$ cat src/rtl/ntm_matrix_adder_pkg.sv
// Shared types and helpers for the NTM matrix adder controller.
// Pure declarations: no latency or flow control of its own.
package ntm_matrix_adder_pkg;

   localparam int DATA_SIZE_DEFAULT = 8;

   typedef enum logic [2:0] {
      IDLE,
      FETCH,
      ADD,
      EMIT,
      DONE
   } state_t;

   // True when (i,j) is the bottom-right element of an si x sj matrix.
   function automatic logic last_element(input logic [31:0] i,
                                         input logic [31:0] j,
                                         input logic [31:0] si,
                                         input logic [31:0] sj);
      return (i == si - 32'd1) && (j == sj - 32'd1);
   endfunction

endpackage

$ cat src/rtl/ntm_scalar_adder_stage.sv
// Registered unsigned adder, zero-extended sum; 1-cycle latency when en is high.
// No flow control: the caller only pulses en while the operands are stable.
module ntm_scalar_adder_stage
   import ntm_matrix_adder_pkg::*;
#(
   parameter int DATA_SIZE = DATA_SIZE_DEFAULT
) (
   input  logic                 clk,
   input  logic                 rst,
   input  logic                 en,
   input  logic [DATA_SIZE-1:0] a,
   input  logic [DATA_SIZE-1:0] b,
   output logic [DATA_SIZE:0]   sum
);

   always_ff @(posedge clk or posedge rst) begin
      if (rst) begin
         sum <= '0;
      end else if (en) begin
         sum <= {1'b0, a} + {1'b0, b};
      end
   end

endmodule

$ cat src/rtl/ntm_matrix_adder_controller.sv
// Element-wise C = A + B sequencer, row-major; one element per 3 cycles (accept T, result T+2).
// Input accepted only in FETCH; result held stable in EMIT until out_ready, stalling indefinitely.
module ntm_matrix_adder_controller
   import ntm_matrix_adder_pkg::*;
#(
   parameter  int DATA_SIZE = DATA_SIZE_DEFAULT,
   parameter  int MAX_I     = 4,
   parameter  int MAX_J     = 4,
   localparam int CW        = $clog2(MAX_I + 1),
   localparam int RW        = $clog2(MAX_J + 1)
) (
   input  logic                 clk,
   input  logic                 rst,
   input  logic                 start,
   input  logic [CW-1:0]        size_i_in,
   input  logic [RW-1:0]        size_j_in,
   input  logic [DATA_SIZE-1:0] data_a_in,
   input  logic [DATA_SIZE-1:0] data_b_in,
   input  logic                 in_valid,
   output logic                 in_ready,
   output logic [DATA_SIZE:0]   data_out,
   output logic [CW-1:0]        index_i_out,
   output logic [RW-1:0]        index_j_out,
   output logic                 out_valid,
   input  logic                 out_ready,
   output logic                 busy,
   output logic                 done
);

   state_t               state;
   state_t               state_nxt;
   logic [CW-1:0]        size_i_q;
   logic [RW-1:0]        size_j_q;
   logic [CW-1:0]        i_q;
   logic [RW-1:0]        j_q;
   logic [DATA_SIZE-1:0] a_q;
   logic [DATA_SIZE-1:0] b_q;
   logic [CW-1:0]        size_i_clamp;
   logic [RW-1:0]        size_j_clamp;
   logic                 zero_job;
   logic                 last;
   logic                 row_end;
   logic                 add_en;

   assign size_i_clamp = (size_i_in > CW'(MAX_I)) ? CW'(MAX_I) : size_i_in;
   assign size_j_clamp = (size_j_in > RW'(MAX_J)) ? RW'(MAX_J) : size_j_in;
   assign zero_job     = (size_i_in == '0) || (size_j_in == '0);
   assign last         = last_element(32'(i_q), 32'(j_q), 32'(size_i_q), 32'(size_j_q));
   assign row_end      = (j_q == size_j_q - RW'(1));
   assign add_en       = (state == ADD);

   always_ff @(posedge clk or posedge rst) begin
      if (rst) begin
         state <= IDLE;
      end else begin
         state <= state_nxt;
      end
   end

   always_comb begin
      state_nxt = state;
      in_ready  = 1'b0;
      out_valid = 1'b0;
      busy      = 1'b1;
      done      = 1'b0;
      case (state)
         IDLE: begin
            busy = 1'b0;
            if (start) begin
               state_nxt = zero_job ? DONE : FETCH;
            end
         end
         FETCH: begin
            in_ready = 1'b1;
            if (in_valid) begin
               state_nxt = ADD;
            end
         end
         // Adder stage registers the sum during this cycle.
         ADD: begin
            state_nxt = EMIT;
         end
         EMIT: begin
            out_valid = 1'b1;
            if (out_ready) begin
               state_nxt = last ? DONE : FETCH;
            end
         end
         DONE: begin
            done      = 1'b1;
            state_nxt = IDLE;
         end
         default: begin
            state_nxt = IDLE;
         end
      endcase
   end

   always_ff @(posedge clk or posedge rst) begin
      if (rst) begin
         size_i_q <= '0;
         size_j_q <= '0;
         i_q      <= '0;
         j_q      <= '0;
         a_q      <= '0;
         b_q      <= '0;
      end else begin
         if (state == IDLE && start) begin
            size_i_q <= size_i_clamp;
            size_j_q <= size_j_clamp;
            i_q      <= '0;
            j_q      <= '0;
         end
         if (state == FETCH && in_valid) begin
            a_q <= data_a_in;
            b_q <= data_b_in;
         end
         // Indices advance only once the current result has been taken.
         if (state == EMIT && out_ready && !last) begin
            if (row_end) begin
               j_q <= '0;
               i_q <= i_q + CW'(1);
            end else begin
               j_q <= j_q + RW'(1);
            end
         end
      end
   end

   ntm_scalar_adder_stage #(
      .DATA_SIZE(DATA_SIZE)
   ) u_adder (
      .clk(clk),
      .rst(rst),
      .en (add_en),
      .a  (a_q),
      .b  (b_q),
      .sum(data_out)
   );

   assign index_i_out = i_q;
   assign index_j_out = j_q;

   a_rdy_vld_excl: assert property (@(posedge clk) disable iff (rst)
      !(in_ready && out_valid));

   a_emit_hold: assert property (@(posedge clk) disable iff (rst)
      (out_valid && !out_ready) |=> (out_valid && $stable(data_out)));

endmodule

$ cat config.mk
export PLATFORM = sky130hd
export DESIGN_NAME = ntm_matrix_adder_controller
export DESIGN_NICKNAME = d
export VERILOG_FILES = /design/src/rtl/ntm_matrix_adder_pkg.sv /design/src/rtl/ntm_scalar_adder_stage.sv /design/src/rtl/ntm_matrix_adder_controller.sv
export SDC_FILE = /design/constraint.sdc
export NUM_CORES = 1
export LEC_CHECK = 0
export CORE_MARGIN = 1
export CORE_UTILIZATION = 40
export DETAILED_ROUTE_END_ITERATION = 10
export GPL_ROUTABILITY_DRIVEN = 0
export GPL_TIMING_DRIVEN = 0
export SYNTH_ARGS = -nofsm -noshare
export SYNTH_HDL_FRONTEND = slang
export SYNTH_SLANG_ARGS = --single-unit
$ cat constraint.sdc
create_clock -name clk -period 4.5 [get_ports clk]
set_input_delay 0.9 -clock clk [delete_from_list [all_inputs] [get_ports clk]]
set_output_delay 0.9 -clock clk [all_outputs]
set_load 0.005 [all_outputs]
==> summary.md, run 1 <==
| Metric | Value |
|---|---|
| Run status | `complete, no violations` |
| Critical path class | `in -> reg` |
| Final WL | `about 4300 um` |
| Post-Route Setup TNS | `0 ns` |
| Initial antenna violation count | `0` |
| Placeable Area | `~0.0053 mm2` |
| RSZ-0062 raised after global routing | `false` |
| Setup Buffers After CTS | `0` |
| CP max FO | `10` |
| Hold Worst Slack | `0.4809 ns` |
| Sequential area share after synthesis | `44.37%` |
| H-tree Lvls | `2` |
| DR WL/cell | `between 10 and 15 um` |
| Area grow syn2layout | `29.45%` |
| Clk slew on worst S/H paths | `0.07 ns` |
| Asr flop ratio synth | `100.0%` |
| Critical R2R Launch | `a_q[0]$_DFFE_PP0P_` |
| Slew headroom | `between 40% and 50%` |
| Starting DRT DRC Count | `between 80 and 90` |
| Clock buffer depth | `2` |
| Most frequent cells in the layout | `45 x clkdlybuf4s50_1, 40 x dfrtp_1, 20 x mux2_1, 18 x nand2_1, 12 x ha_1` |
| CTS root buffer | `clkbuf_8` |
| Cell class contributing the biggest share of worst-path delay | `buffers and inverters` |
| Die Wd | `slightly below 80 um` |
| CP Cell Sequence | `clkdlybuf4s50_1 -> nor2b_1 -> nor3b_2 -> buf_4 -> mux2_1` |
| Crit. Startpoint | `in_valid` |
| Initial Util | `42.81%` |
| Drt first pass iters | `4` |
| Syn_area_per_cell | `11.17 um2` |
| Hold Path Class | `reg -> reg` |
| Tmin final | `2.686 ns` |
| Worst-margin pin slew | `slightly above 0.8 ns` |
| Max IR drop VDD | `0.2964 mV` |
| Cts bufs inserted | `5` |
| Combinational share of power | `52.1%` |
| CTS Sinks | `40` |
| Req. time, crit path | `roughly 4.7 ns` |
| Pwr Density | `approximately 680 mW/mm2` |
| #FFs+latches synth | `40` |
| # resized after CTS | `0` |
| Finished Layout Cells | `~330` |
| Placed cells | `317` |
| Sw Ratio | `a little under two fifths` |
| Reg power frac | `a little under a third` |
| Max Slew Vio Count | `0` |
| Yosys warnings | `0` |
| Die Ht | `77.10 um` |
| GRT Util Overall | `about 16%` |
| Post-synth EDFFs | `0` |
| F_max | `about 370 MHz` |
| Clock Latency Late Sink | `between 0.2 and 0.3 ns` |
| CTS Hold Bufs | `0` |
| Clock Power Share | `roughly 16%` |
| Switching power total | `~0.73 mW` |
| Commonest non-fill, non-tap cell in the layout | `clkdlybuf4s50_1` |
| Worst path bufs/invs | `2` |
| Die Area | `0.005944 mm2` |
| Post-route DRC | `0` |
| Arrival time worst endpoint | `2.85 ns` |
| Hold_sp | `u_adder.sum[8]$_DFFE_PP0N_` |
| Row count | `26` |
| Inserted Diodes | `0` |
| CTS tree | `built` |
| Clk_skew | `approximately 0.0075 ns` |
| Vias in the first global route | `~1,600` |
| Post-route cell area | `0.002920 mm2` |
| Total nets after synthesis | `approximately 240` |
| Final Net Count | `between 200 and 300` |
| Period utilisation layout | `a little under 60%` |
| Max-Cap Viols | `0` |
| Fin util | `55.41%` |
| Total vias in the final route | `~1,600` |
| Critical path's slowest cell | `nor3b_2` |
| Int Power | `1.259 mW` |
| First-pass GRT wire length | `7583 um` |
| Post-DR vias/cell | `around 4.9` |
| Layout cell share with drive strength beyond 1 | `9.020%` |
| Mapped Area | `around 0.0023 mm2` |
| Placed cell areas | `0.002794 mm2` |
| Post-route ant nets | `0` |
| Ys flop type | `dfrtp_1` |
| Final hold violations | `0` |
| I/O pin total | `46` |
| Mapped Cells | `slightly above 200` |
| HPWL Detailed | `~3300 um` |
| Finish-stage setup viols | `0` |
| # port buffers | `between 40 and 50` |
| Largest net degree at the start of global routing | `41` |
| CP peak stage delay | `approximately 0.57 ns` |
| Count of different cell masters after synthesis | `52` |
| Crit. End Element | `flop` |
| Startpoint Class | `input port` |
| GRT overflow | `0` |
| LEAKAGE | `1.279 nW` |
## synthesized netlist by cell type (all sizes together) (3+ instances only)
| cell type | count | share of area (%) |
|---|---|---|
| nor3b | 7 | 3.1 |
| o21ai | 12 | 2.7 |
| ha | 12 | 6.7 |
| dfrtp | 40 | 44 |
| mux2i | 6 | 2.7 |
| nor2 | 5 | 0.83 |
| nor3 | 7 | 2.3 |
| inv | 12 | 2.0 |
| a21oi | 6 | 1.3 |
| mux2 | 21 | 10 |
| nand2 | 18 | 3.0 |
| nand2b | 6 | 1.7 |
| buf | 5 | 1.2 |
| a21o | 3 | 1.0 |
| xnor2 | 6 | 2.3 |
## power by group through the flow
stage	clock network, mW	registers [mW]	logic, mW
global route	0.345	0.655	1.17
finish	0.322	0.631	1.04
floorplan	0	0.617	0.738
global placement	0	0.634	1.03
detailed placement	0	0.641	1.04
CTS	0.331	0.633	1.05
## final timing paths
| path | end | slack (ns) | cells after the start |
|---|---|---|---|
| worst max-delay path | a_q[7]$_DFFE_PP0P_ | 1.81 | 5 |
| worst min-delay path | u_adder.sum[8]$_DFFE_PP0N_ | 0.48 | 2 |
| worst max register to register | u_adder.sum[8]$_DFFE_PP0N_ | 2.49 | 7 |
| worst min register to register | u_adder.sum[8]$_DFFE_PP0N_ | 0.48 | 2 |
| max in group asynchronous | a_q[6]$_DFFE_PP0P_ | 2.88 | 2 |
| min in group asynchronous | b_q[0]$_DFFE_PP0P_ | 1.10 | 2 |
## flip-flops by register name, indices dropped and copies added (netlist names)
register and flops:
a_q 8, b_q 8, index_i_out 3, index_j_out 3
size_i_q 3, size_j_q 3, state 3, u_adder.sum 9
## through the flow
stage	total power [mW]	setup WS [ns]
floorplan	1.355	2.344
global placement	1.668	1.509
detailed placement	1.684	1.491
CTS	2.013	1.793
global route	2.166	1.662
finish	1.989	1.814
## cell families (layout without fill, tap and decap cells)
logic type / after synthesis / after routing / share of synthesized area [%]
buffers and inverters: 19 / 72 / 3.494
xor gates and xnor gates: 9 / 9 / 4.160
adders and majority gates: 13 / 13 / 7.543
DFF: 40 / 40 / 44.37
AOI/OAI and AO/OA: 39 / 39 / 12.81
muxes: 27 / 27 / 13.15
and+or+nand+nor: 55 / 55 / 14.48
## worst reg2reg max path, delay by kind of cell (launching register included)
kind | cells | cell delay (ns)
AO/OA/AOI/OAI | 5 | 0.88
adder cells (fa/ha/maj) | 2 | 0.62
flip-flops | 1 | 0.38
## layout make-up
cell class	count	area, um2
Clock buffer	7	96.34
Tap cell	70	87.58
Timing Repair Buffer	45	450.4
Multi-Input combinational cell	143	1176
Buffer	7	33.78
Inverter	12	45.04
Fill cell	497	2350
Clock inverter	1	30.03
Sequential cell	40	1001
## metal layers
metal | vias to the layer above | share of wire, % | GRT usage, %
met3 | 5 | 3.2 | 3.810
met5 | - | 0 | 0
met2 | 28 | 44 | 24.46
met1 | 735 | 51 | 22.83
li1 | 829 | - | -
met4 | 0 | 0.99 | 4.528
(Power assumes the default switching activity.)
==> run 2, diff against run 1 <==
==> constraint.sdc (replaced) <==
create_clock -name clk -period 2.8 [get_ports clk]
set_input_delay 0.56 -clock clk [delete_from_list [all_inputs] [get_ports clk]]
set_output_delay 0.56 -clock clk [all_outputs]
set_load 0.005 [all_outputs]
==> results of run 2 <==
Same layout as run 1 (identical final DEF). Status: complete, no violations.
Main changes from that run: setup slack after placement 1.491 ns -> 0.1311 ns; setup slack after layout 1.814 ns -> 0.4544 ns; register-to-register setup slack 2.49 ns -> 0.79 ns; total power 1.989 mW -> 3.197 mW; worst IR drop on VDD 0.2964 mV -> 0.4763 mV
